==> config.mk <==
export PLATFORM = sky130hd
export DESIGN_NAME = regfile_param
export DESIGN_NICKNAME = d
export VERILOG_FILES = /design/src/rtl/regfile_param.sv
export SDC_FILE = /design/constraint.sdc
export NUM_CORES = 2
export LEC_CHECK = 0
export CAP_MARGIN = 0
export CORE_ASPECT_RATIO = 1.4
export CORE_MARGIN = 2
export CORE_UTILIZATION = 30
export CTS_CLUSTER_DIAMETER = 200
export DETAILED_ROUTE_END_ITERATION = 6
export GPL_TIMING_DRIVEN = 0
export MAX_ROUTING_LAYER = met4
export PLACE_DENSITY = 0.49
export SETUP_SLACK_MARGIN = 0.4
export SLEW_MARGIN = 20
export SYNTH_ARGS = -nofsm -noshare
export SYNTH_HDL_FRONTEND = slang
export SYNTH_SLANG_ARGS = --single-unit
==> constraint.sdc <==
create_clock -name clock_in -period 4.81 [get_ports clock_in]
set_input_delay 1.2025 -clock clock_in [delete_from_list [all_inputs] [get_ports clock_in]]
set_output_delay 1.2025 -clock clock_in [all_outputs]
set_load 0.02 [all_outputs]
==> src/rtl/regfile_param.sv <==
// Parametrised register file with optional zero register and write bypass,
// a sequential clear engine with busy flag, and a follow/scan display port.
// Ports:
//   clock_in, rst                - clock, async active-low reset
//   readReg1/2 -> readData1/2    - combinational read ports
//   writeReg, writeData, regWrite - write port (dropped while busy)
//   clear_req -> busy            - sequential clear of all entries
//   scan_en, showAddress         - display control
//   display_addr, display        - registered address, array contents
module regfile_param #(
  parameter int DATA_W   = 32,
  parameter int ADDR_W   = 5,
  parameter int ZERO_REG = 1,
  parameter int BYPASS   = 1,
  parameter int SCAN_DIV = 4
) (
  input  logic              clock_in,
  input  logic              rst,
  input  logic [ADDR_W-1:0] readReg1,
  input  logic [ADDR_W-1:0] readReg2,
  output logic [DATA_W-1:0] readData1,
  output logic [DATA_W-1:0] readData2,
  input  logic [ADDR_W-1:0] writeReg,
  input  logic [DATA_W-1:0] writeData,
  input  logic              regWrite,
  input  logic              clear_req,
  output logic              busy,
  input  logic              scan_en,
  input  logic [ADDR_W-1:0] showAddress,
  output logic [ADDR_W-1:0] display_addr,
  output logic [DATA_W-1:0] display
);

  localparam int DEPTH = 2 ** ADDR_W;
  localparam int DIV_W = (SCAN_DIV > 1) ? $clog2(SCAN_DIV) : 1;
  localparam logic [DIV_W-1:0] DIV_LAST = DIV_W'(SCAN_DIV - 1);

  typedef enum logic {
    IDLE,
    CLEAR
  } state_t;

  logic [DATA_W-1:0] mem_q [DEPTH];
  logic [DATA_W-1:0] mem_d [DEPTH];

  state_t            state_q, state_d;
  logic [ADDR_W-1:0] clr_ptr_q, clr_ptr_d;
  logic              busy_q, busy_d;
  logic [DIV_W-1:0]  div_cnt_q, div_cnt_d;
  logic [ADDR_W-1:0] disp_q, disp_d;

  logic we;
  logic byp1, byp2;
  logic zero1, zero2;

  // A write is legal only when idle and not aimed at a hardwired zero.
  assign we = regWrite && !busy_q &&
              !((ZERO_REG != 0) && (writeReg == '0));

  assign byp1  = (BYPASS != 0) && we && (writeReg == readReg1);
  assign byp2  = (BYPASS != 0) && we && (writeReg == readReg2);
  assign zero1 = (ZERO_REG != 0) && (readReg1 == '0);
  assign zero2 = (ZERO_REG != 0) && (readReg2 == '0);

  assign readData1 = zero1 ? '0 :
                     byp1  ? writeData : mem_q[readReg1];
  assign readData2 = zero2 ? '0 :
                     byp2  ? writeData : mem_q[readReg2];

  assign busy         = busy_q;
  assign display_addr = disp_q;
  assign display      = mem_q[disp_q];

  always_comb begin
    state_d   = state_q;
    clr_ptr_d = clr_ptr_q;
    unique case (state_q)
      IDLE: begin
        if (clear_req) begin
          state_d   = CLEAR;
          clr_ptr_d = '0;
        end
      end
      CLEAR: begin
        clr_ptr_d = clr_ptr_q + 1'b1;
        if (clr_ptr_q == '1) begin
          state_d = IDLE;
        end
      end
      default: state_d = IDLE;
    endcase
    busy_d = (state_d == CLEAR);
  end

  always_comb begin
    mem_d = mem_q;
    if (we) begin
      mem_d[writeReg] = writeData;
    end
    if (state_q == CLEAR) begin
      mem_d[clr_ptr_q] = '0;
    end
  end

  always_comb begin
    div_cnt_d = div_cnt_q;
    disp_d    = disp_q;
    if (!scan_en) begin
      div_cnt_d = '0;
      disp_d    = showAddress;
    end else if (div_cnt_q == DIV_LAST) begin
      div_cnt_d = '0;
      disp_d    = disp_q + 1'b1;
    end else begin
      div_cnt_d = div_cnt_q + 1'b1;
    end
  end

  always_ff @(posedge clock_in or negedge rst) begin
    if (!rst) begin
      mem_q     <= '{default: '0};
      state_q   <= IDLE;
      clr_ptr_q <= '0;
      busy_q    <= 1'b0;
      div_cnt_q <= '0;
      disp_q    <= '0;
    end else begin
      mem_q     <= mem_d;
      state_q   <= state_d;
      clr_ptr_q <= clr_ptr_d;
      busy_q    <= busy_d;
      div_cnt_q <= div_cnt_d;
      disp_q    <= disp_d;
    end
  end

endmodule

==> results.md <==
* Synth warn at 0
* TritonRoute pass-1 iters at 7
* Die width at between 400 and 500 um
* Root buffer cell: clkbuf_16
* Outcome: complete, but fails checks
* Cell Chain, Critical Path: buf_12 -> clkbuf_2 -> buf_8 -> clkbuf_2 -> buf_16 -> nand4_1 -> o211ai_1 -> buf_4
* Initial DRC count at between 10,000 and 15,000
* Ys async rst share at 100%
* Die Y at approximately 560 um
* Slew HR at between 6 and 7%
* CP Capture Type: output pin
* GPL Wtd Cong at between 1 and 1.5
* Netlist Area Pre-Place at about 0.067 mm2
* Worst setup margin at -0.362 ns
* Failing checks: design-rule violations, negative setup slack
* EDFF count, synth at 0
* CTS Hold Bufs at 0
* Routed vias at about 75,000
* Primary FF master, synth: dfrtp_1
* Max Clk Rate at approximately 0.19 GHz
* First-pass GRT wire length at ~690 mm
* RSZ-0062 raised after global routing: yes
* GRT overflow at 0
* Met1 wire length at 168 mm
* WP data required at roughly 3.6 ns
* Clock tree from TritonCTS: yes
* DRC at 746
* Max Root-Sink Buffers at 3
* Max-Cap Viols at 0
* Yosys top cell by area: dfrtp_1
* Synth Instances at 6,775
* Yosys top cell area share at 38.9%
* Startpoint types: input port
* Clock Latency Late Sink at approximately 0.86 ns
* Share of cells above drive strength 1 at roughly a third
* Register area share after synthesis at around 39%
* Worst Skew at roughly 0.063 ns
* Row cnt at between 200 and 250
* Syn Nets at 6,839
* Mean routed wirelength per cell at between 50 and 60 um
* Library cells used by synthesis at 59
* Hpwl dp at 374 mm
* Worst-Margin Slew at between 1 and 1.5 ns
* Slew Limit Fails at 0
* Top post-synthesis cells by area: dfrtp_1 (39%), mux4_2 (23%), nand2_1 (12%), a21oi_1 (8.0%), mux2i_1 (5.1%)
* WL final at 544 mm
* H-Tree Depth at 3
* Pin count of the biggest net entering global routing at 137
* Hold WC Path Type: input port to asynchronous set/reset pin
* Top Layer Used: met4
* Most used cell along the critical path: clkbuf_2
* Total Routing Usage GR at 48.4%
* Initial antenna violation count at 107
* PwrDens at between 300 and 400 mW/mm2
* Slowest stage delay, CP at 0.69 ns
* Vias in the first global route at around 67,000
* Clk sinks at between 1,000 and 1,500
* WL met2 at ~210 mm
* Final worst-path cycle share at 108%
* Number of port buffers at between 100 and 150
* Final Setup Violations at 60
* Critical Path Fanout Max at 7
* WHS at 0.269 ns
* Area Growth Syn to Fin at 38.3%
* Vias per Instance at 6.94
* Core footprint at approximately 0.22 mm2
* Power Total at roughly 29,000 uW
* Worst IR Drop VDD at between 300 and 400 uV
* Minimum clock period at between 5 and 6 ns
* Worst Path Arrival at ~4 ns
* Final nets at approximately 7,700
* Slowest-stage cell, CP: o211ai_1
* Post-synthesis area per instance at 9.85 um2
* Register bit count reported by yosys at about 1,000
* I/O pin count at 159
* DR WL met3 at approximately 88 mm
* Leading cell type in the layout, fill and taps excluded: nand2_1
* Final hold vios at 0
* Die Area at approximately 0.23 mm2
* Starting Density at approximately 30%
* Worst setup path class: input port to output pin
* Antenna Nets Post-Route at 0
* CTS Buf Count at between 100 and 150
* Leakage power total at about 0.037 uW
* Highest-count cells in the layout ignoring fill and taps: nand2_1 (2,076), dfrtp_1 (1,036), a21oi_1 (1,025)
* Worst-path clk slew at about 0.060 ns
## cells by family after synthesis
family | count (synthesis) | share of synthesized area (%)
compound gates | 1465 | 12.5
xor+xnor | 14 | 0.184
fa+ha+maj | 7 | 0.131
buf+inv | 738 | 4.74
flops | 1037 | 38.9
mux | 1077 | 29.0
simple gates | 2437 | 14.5
## cells in the mapped netlist, drive strengths merged, types with 8 or more instances
cell type	n
o21ai	62
and3	10
nor4	28
a211oi	17
nand3	10
clkbuf	557
mux2	58
mux2i	338
a311oi	8
a211o	20
nor2	100
nand2b	33
nor3b	8
nor3	43
a22oi	73
buf	177
nor2b	32
xor2	8
a221oi	36
nand3b	10
nand4	8
a21boi	11
a22o	16
nand2	2104
dfrtp	1037
a21oi	1067
and2	39
a221o	38
mux4	681
a41oi	8
o22ai	61
## layout make-up
cell class	count	area (um2)
fillers	21400	129000
multi-input cells	5000	41100
flip-flops and latches	1037	26000
plain buffers	734	7370
repair buffers	765	9910
well taps	2884	3610
inverters	4	15.0
diodes	184	460
clock buffers	171	3320
clock inverters	37	548
## flip-flops by register name, summed over array words and instances, names as in the netlist
signal and flops:
busy 1, clr_ptr_q 5, display_addr 5, div_cnt_q 2
mem_q 1024
## report_power, final
group / switching [uW] / internal [uW]
logic: 5930 / 3440
clock network: 4370 / 5390
registers: 877 / 9330
total: 11200 / 18200
## critical path: cells and delay by family
| kind | cells | cell delay, ns |
|---|---|---|
| buffers and inverters | 6 | 1.74 |
| AOI/OAI and AO/OA | 1 | 0.69 |
| and+or+nand+nor | 1 | 0.28 |
## final timing paths
check | endpoint | from | slack, ns | cells past startpoint
min reg2reg | div_cnt_q[0] | div_cnt_q[0] | 0.43 | 1
min in group clock_in | div_cnt_q[0] | div_cnt_q[0] | 0.43 | 1
min | mem_q[226] | rst | 0.27 | 1
max | readData1[7] | readReg1[3] | -0.36 | 8
max reg2reg | mem_q[382] | busy | 0.49 | 9
max in group asynchronous | mem_q[784] | rst | 2.01 | 4
## metal layers
metal	track usage, %	vias up
met4	48.0	0
met5	-	-
met1	47.2	37300
met3	31.1	3505
li1	-	26500
met2	63.1	7776
## what timing repair did
| action | 4_1_cts | 5_1_grt |
|---|---|---|
| gates resized for setup | 1784 | 541 |
| cloned | 27 | 6 |
| setup buffers | 261 | 252 |
| setup endpoints to repair | 96 | 96 |
| pin swaps | 120 | 153 |
## through the flow
stage	setup slack, ns	util (%)	area (um2)	cells	setup TNS, ns
finish	-0.362	41.8	92300	10800	-5.77
global route	-0.132	41.7	92200	10800	-1.54
CTS	-0.0692	39.4	87000	10400	-0.288
detailed placement	-3.50	33.4	73700	9872	-193.40
global placement	-49.03	32.4	71600	9777	-
floorplan	0.580	-	66800	6775	0
Note: power is estimated with default switching activity, not from simulation.
